`src/rtl/shift_sub_divider.sv`:
```
// rtl/shift_sub_divider.sv - sequential 8-bit restoring divider, one quotient bit per clock
// Define DIVIDER_SIGNED_EN for two's-complement operands with an extra FIXUP cycle.
module shift_sub_divider (
  input  logic       CLk,
  input  logic       Reset,
  input  logic [7:0] Din,
  input  logic       Load_Divisor,
  input  logic       Run,
  output logic [7:0] Quotient,
  output logic [7:0] Remainder,
  output logic [7:0] Divisor,
  output logic       Busy,
  output logic       Done,
  output logic       Div0
);

  localparam logic [1:0] IDLE  = 2'd0;
  localparam logic [1:0] ITER  = 2'd1;
  localparam logic [1:0] FIXUP = 2'd2;
  localparam logic [1:0] DONE  = 2'd3;

  logic [1:0] state;
  logic [1:0] state_nxt;
  logic [8:0] a_reg;
  logic [7:0] q_reg;
  logic [7:0] s_reg;
  logic [2:0] cnt;
  logic       div0_reg;

  logic [7:0] s_mag;
  logic [7:0] din_mag;
  logic [9:0] a_shift;
  logic [9:0] diff;
  logic       borrow;

`ifdef DIVIDER_SIGNED_EN
  logic dvd_neg;
  logic sign_diff;

  // Plain 8-bit negation maps -128 onto 0x80, i.e. unsigned 128.
  assign s_mag   = s_reg[7] ? (8'd0 - s_reg) : s_reg;
  assign din_mag = Din[7]   ? (8'd0 - Din)   : Din;
`else
  assign s_mag   = s_reg;
  assign din_mag = Din;
`endif

  // A never exceeds 9 bits, so the 10-bit difference's top bit is the borrow.
  assign a_shift = {a_reg, q_reg[7]};
  assign diff    = a_shift - {2'b00, s_mag};
  assign borrow  = diff[9];

  always_comb begin
    state_nxt = state;
    case (state)
      IDLE: begin
        if (!Load_Divisor && Run) state_nxt = ITER;
      end
      ITER: begin
        if (cnt == 3'd7) begin
`ifdef DIVIDER_SIGNED_EN
          state_nxt = FIXUP;
`else
          state_nxt = DONE;
`endif
        end
      end
      FIXUP: state_nxt = DONE;
      DONE: begin
        if (!Run) state_nxt = IDLE;
      end
      default: state_nxt = IDLE;
    endcase
  end

  always_ff @(posedge CLk) begin
    if (Reset) begin
      state    <= IDLE;
      a_reg    <= 9'd0;
      q_reg    <= 8'd0;
      s_reg    <= 8'd0;
      cnt      <= 3'd0;
      div0_reg <= 1'b0;
`ifdef DIVIDER_SIGNED_EN
      dvd_neg   <= 1'b0;
      sign_diff <= 1'b0;
`endif
    end else begin
      state <= state_nxt;
      case (state)
        IDLE: begin
          if (Load_Divisor) begin
            s_reg <= Din;
          end else if (Run) begin
            q_reg    <= din_mag;
            a_reg    <= 9'd0;
            cnt      <= 3'd0;
            div0_reg <= 1'b0;
`ifdef DIVIDER_SIGNED_EN
            dvd_neg   <= Din[7];
            sign_diff <= Din[7] ^ s_reg[7];
`endif
          end
        end
        ITER: begin
          cnt <= cnt + 3'd1;
          if (!borrow) begin
            a_reg <= diff[8:0];
            q_reg <= {q_reg[6:0], 1'b1};
          end else begin
            a_reg <= a_shift[8:0];
            q_reg <= {q_reg[6:0], 1'b0};
          end
`ifndef DIVIDER_SIGNED_EN
          if (cnt == 3'd7) div0_reg <= (s_reg == 8'd0);
`endif
        end
`ifdef DIVIDER_SIGNED_EN
        FIXUP: begin
          // With S=0 the quotient stays 0xFF; negating |dividend| restores raw Din.
          if ((s_reg != 8'd0) && sign_diff) q_reg <= 8'd0 - q_reg;
          if (dvd_neg) a_reg <= {1'b0, 8'd0 - a_reg[7:0]};
          div0_reg <= (s_reg == 8'd0);
        end
`endif
        DONE: begin
          if (Load_Divisor) s_reg <= Din;
        end
        default: begin
        end
      endcase
    end
  end

  assign Quotient  = q_reg;
  assign Remainder = a_reg[7:0];
  assign Divisor   = s_reg;
  assign Busy      = (state == ITER) || (state == FIXUP);
  assign Done      = (state == DONE);
  assign Div0      = div0_reg;

endmodule
```
`config.mk`:
```
export PLATFORM = sky130hd
export DESIGN_NAME = shift_sub_divider
export DESIGN_NICKNAME = d
export VERILOG_FILES = /design/src/rtl/shift_sub_divider.sv
export SDC_FILE = /design/constraint.sdc
export NUM_CORES = 1
export LEC_CHECK = 0
export CORE_MARGIN = 5
export CORE_UTILIZATION = 53
export CTS_BUF_LIST = sky130_fd_sc_hd__clkbuf_4 sky130_fd_sc_hd__clkbuf_8
export CTS_CLUSTER_DIAMETER = 100
export DETAILED_ROUTE_END_ITERATION = 12
export GPL_TIMING_DRIVEN = 0
export PLACE_DENSITY = 0.82
export SLEW_MARGIN = 5
export SYNTH_ARGS = -nofsm -noshare
export SYNTH_HDL_FRONTEND = slang
export SYNTH_SLANG_ARGS = --single-unit
```
`constraint.sdc`:
```
create_clock -name CLk -period 2.9 [get_ports CLk]
set_input_delay 0.87 -clock CLk [delete_from_list [all_inputs] [get_ports CLk]]
set_output_delay 0.87 -clock CLk [all_outputs]
set_load 0.02 [all_outputs]
```
-- Word level (Yosys, flattened, before mapping)
Index checks and enable logic that the tools add are counted.
- output and inout port bits: 27
- flip-flop bits (word level): 31
- logic and storage cells: 47
- input bits: 12
- eq/ne operators: 9
- reduce and logical (&&, ||, !) cells: 11
- muxes and demuxes: 19
- $add $sub $neg: 2
- operators by type and width (operator ; count):
    9-bit two-way mux ; 3
    9-bit one-hot mux with 2 select lines ; 1
    8-bit two-way mux ; 2
    8-bit one-hot mux with 2 select lines ; 1
    2-bit inequality test, second input constant ; 5
    10-bit by 8-bit subtractor with 10-bit output ; 1
    8-bit zero test ; 1
    2-bit one-hot mux with 4 select lines ; 1
    2-bit two-way mux ; 3
    3-bit two-way mux ; 2
    3-bit one-hot mux with 2 select lines ; 1
    3-bit AND reduction ; 2
    2-bit == test, second input constant ; 2
    1-bit two-way mux ; 4
    4-bit AND reduction ; 1
    3-bit by 1-bit adder with 3-bit output, second input constant ; 1
    3-bit == test, second input constant ; 1
    2-bit by 1-bit == test with 1-bit output, second input constant ; 1
    2-bit zero test ; 1
    1-bit one-hot mux with 2 select lines ; 1
    2-bit AND reduction ; 1
    2-bit nonzero test ; 1
    2-bit OR reduction ; 1
    1-bit logical AND ; 1
    2 further kinds ; 2

-- Longest topological paths before layout
- depth after elaboration: 4
- depth in mapped cells: 9
- mapped depth without buffers: 9

-- Worst setup path before layout
Ideal clock, no wire load.
- path kind: reg2reg
- start point: register s_reg[6] (netlist: Divisor[6])
- end point: register a_reg[8]
- data required time: 2.838 ns
- arrival: 2.249 ns
- path buffers: 0
- library setup time: 0.062 ns
- period minus slack after synthesis: 2.312 ns
- stages on the path, launching flop included: 9
- path slack: 0.588 ns
- cell sequence: dfxtp_1 -> inv_1 -> ha_1 -> and3_4 -> a221oi_2 -> a21boi_4 -> xnor2_4 -> or4b_1 -> nand3_1
- word-level cells in the longest chain between the ends: 3
- RTL lines (item ; line ; text):
    start: declaration ; 26 ; logic [7:0] s_reg;
    start signal: assignment ; 93 ; s_reg <= Din;
    start signal: assignment ; 127 ; if (Load_Divisor) s_reg <= Din;
    10-bit by 8-bit subtractor with 10-bit output ; 50 ; assign diff = a_shift - {2'b00, s_mag};
    9-bit two-way mux ; 107 ; if (!borrow) begin
    9-bit one-hot mux with 2 select lines ; 90 ; case (state)
    end signal: assignment ; 108 ; a_reg <= diff[8:0];
    end signal: assignment ; 111 ; a_reg <= a_shift[8:0];
    end: declaration ; 24 ; logic [8:0] a_reg;
Every way passes these cells.
A chain may end at the register's enable or synchronous reset.

-- Final worst setup path
- start point: register state[0]
- end point: output port Busy
- word-level cells in the longest chain between the ends: 2
- elaborated cells between the ends (all ways): 3
- those cells by class: 2 x eq/ne; 1 x reduce/logical
- RTL lines (item ; line ; text):
    start: declaration ; 22 ; logic [1:0] state;
    start signal: assignment ; 89 ; state <= state_nxt;
    2-bit by 1-bit == test with 1-bit output / 2-bit == test (equally long branches) ; 138 ; assign Busy = (state == ITER) || (state == FIXUP);
    1-bit logical OR (*) ; 138 ;
    end: declaration ; 12 ; output logic Busy,
Every way passes the cells marked *; elsewhere a longest branch is shown, timed or not.

==> results.toml <==
[clocking]
insertion_delay_ps = 290
cts_tree = "built"
clockRootBuffer = "clkbuf_8"
cts_resized = 0
clock_path_buffers = 2
clk_pin_slew_ps = 60
clkSinkCount = 31
cts_made_buffers = 5
postCtsHoldBufs = 0
cts-htree-levels = 2
post_cts_buffers = 0

[worst_setup_path]
cp_max_fo = 5
r2r_setup_slack_ps = 510
worstPathCellList = "inv_1 -> ha_1 -> clkdlybuf4s50_1"
cp_slowest_cell = "clkdlybuf4s50_1"
critPathBufInv = 2
cp_slowest_stage_delay_ps = 610
reg2reg_depth = 8
r2r-start = "Divisor[6]"
worstPathArrival_ps = 1690
cp.depth = 3
critical-path-top-delay-family = "buffers and inverters"
crit_start = "state[0]"
startpoint_type = "flop"
crit_path_end_kind = "output port"
worstSetupPathType = "flop to output port"
crit_required_ps = 2030

[layout]
drive_above_1_share = 0.100
nets = 305
largest_reg_flops = 9
nFillCells = 307
area_growth_pct = 26.6
ff_latch_area_um2 = 621
multiInputGateArea_um2 = 1180
post-route-util = 0.686
n_antenna_cell = 0

[timing]
grt_setup_unrepaired = "no"
setup_viol = 0
slew_viol_final = 0
finClkSkew_ps = 5.95
relSlewSlack = 0.540
layout_min_cycle_time_ps = 2560
fin_crit_sh = 0.884
fin_tns_setup_ps = 0
hold_viol_final = 0
max_freq_ghz = 0.390
worstMarginPinSlew_ps = 671

[yosys]
syn_avg_cell_area_um2 = 8.36
yosys_warnings = 0
synth-seq-area-share = 0.317
synth.distinct_cells = 47
syn_nets = 261
synth_cells = 234
ys_ff_latch = 31
syn_area_um2 = 1960

[global_routing]
met1_usage = 0.260
grt_pass1_vias = 1736
grt_pass1_wl_um = 8150
grt_use_total = 0.202
grt_max_degree = 11
antenna_found_initial = 0
use_met2 = 0.320
grt.busiest_layer = "met2"
grt_overflow_total = 0
grtUsageMet3 = 0.0611

[drt]
num_vias = 1756
firstDrtPassIters = 4
drtIter0Drc = 160
post_drt_wl_per_cell_um = 14.3
vias_per_cell = 5.37
routed_wirelength_um = 4660
detail-route-antenna-nets = 0
drc = 0

[power]
seq_power_share = 0.254
powerDensity_nw_per_um2 = 941
netSwitchingPower_w = 0.000989
power_w = 0.00233
clkPwrFrac = 0.150
p_comb_frac = 0.596
p_sw_frac = 0.425
ir_drop_uv = 606
internal_power_w = 0.00134
power_leakage_nw = 0.976

[hold_path]
min-delay-start = "Quotient[0]"
hp-class = "flop to flop"
min_delay_path_depth = 2

[floorplan]
die_x_um = 70.7
core-area_um2 = 3610
design.die.area_um2 = 5000
die_h_um = 70.7
io_pins = 39
row_count = 22
start_util = 0.542

[placed_design]
gp_congestion = 0.820
port_buffers = 37
dp_hpwl_um = 3480

[run]
max-cap-violations = 0

[outcome]
status = "completed"
metal layers:
metal / vias up / routed length (µm)
met5: - / 0
met4: 0 / 80
met3: 8 / 293
met2: 41 / 2160
met1: 799 / 2130
li1: 908 / -
path summary, 6_finish.rpt:
check / endpoint
worst max-delay path: Busy
worst min-delay path: Quotient[0]
worst max register to register: a_reg[8]
worst min register to register: Quotient[0]
worst register-to-register path, cell delays in order (launching register included):
cell and delay (ps):
dfxtp_1 360, inv_1 100, ha_1 350, and3_4 230
a221oi_2 230, a21boi_4 300, xnor2_4 220, or4b_1 470
nand3_1 70
final cells by class:
cell class / instances / area share
Buffer: 18 / 0.0445
Clock buffer: 7 / 0.0339
Clock inverter: 1 / 0.00202
Inverter: 12 / 0.0182
Multi-Input combinational cell: 173 / 0.477
Sequential cell: 31 / 0.251
Tap cell: 48 / 0.0243
Timing Repair Buffer: 37 / 0.150
power groups by stage:
stage / logic [W] / clock network [W] / registers (W)
2_1_floorplan: 0.000978 / 0 / 0.000643
3_3_place_gp: 0.00135 / 0 / 0.000596
3_5_place_dp: 0.00138 / 0 / 0.000599
4_1_cts: 0.00139 / 0.000356 / 0.000591
5_1_grt: 0.00151 / 0.000376 / 0.000607
6_report: 0.00139 / 0.000349 / 0.000591
synth_stat cells, drive strengths merged:
library cell	number	area (µm²)
nor2	44	165
dfxtp	31	621
a21oi	17	100
ha	14	175
mux2i	14	140
inv	12	45.0
buf	11	83.8
nand2	11	41.3
o21ai	9	45.0
a211oi	8	60.1
clkbuf	7	26.3
nand3	5	25.0
xnor2	5	62.6
nand2b	4	25.0
nor2b	4	25.0
nor3	3	15.0
nor4	3	18.8
o211ai	3	22.5
a21o	2	15.0
a221oi	2	23.8
a22oi	2	15.0
a31oi	2	12.5
or2	2	12.5
or3	2	12.5
a21boi	1	18.8
a32oi	1	8.76
a41oi	1	8.76
and3	1	11.3
fa	1	20.0
mux2	1	11.3
nand4	1	6.26
nand4b	1	8.76
nor3b	1	7.51
o21a	1	7.51
o221ai	1	8.76
o22ai	1	6.26
o31a	1	8.76
o41ai	1	8.76
or4	1	7.51
or4b	1	10.0
xor2	1	8.76
cell usage in the layout, fill, tap and decap left out, drive strengths merged, types with 2 or more instances in the layout:
master          n
or2             2
a22oi           2
a31oi           2
o211ai          3
a21o            2
nand2          11
dfxtp          31
a21oi          17
nor3            3
nor2           44
ha             14
nand2b          4
mux2i          14
xnor2           5
clkbuf         14
a221oi          2
nor4            3
nand3           5
buf            11
o21ai           9
inv            12
or3             2
a211oi          8
clkdlybuf4s50  37
nor2b           4
through the flow:
step           setup WS (ps)  cells  hold slack [ps]  cell area (µm²)
2_1_floorplan            588    234              470             1960
3_3_place_gp            62.3    319              463             2390
3_5_place_dp            52.0    319              465             2390
4_1_cts                  330    327              481             2470
5_1_grt                  229    327              497             2470
6_report                 335    327              477             2470
kinds of logic after synthesis:
group / count (synthesis) / share of synthesized area
xor gates and xnor gates: 6 / 0.0365
adders and majority gates: 15 / 0.0998
AOI/OAI and AO/OA: 53 / 0.189
and+or+nand+nor: 84 / 0.200
buffers and inverters: 30 / 0.0793
muxes: 15 / 0.0774
DFF: 31 / 0.317
(Power assumes the default switching activity.)
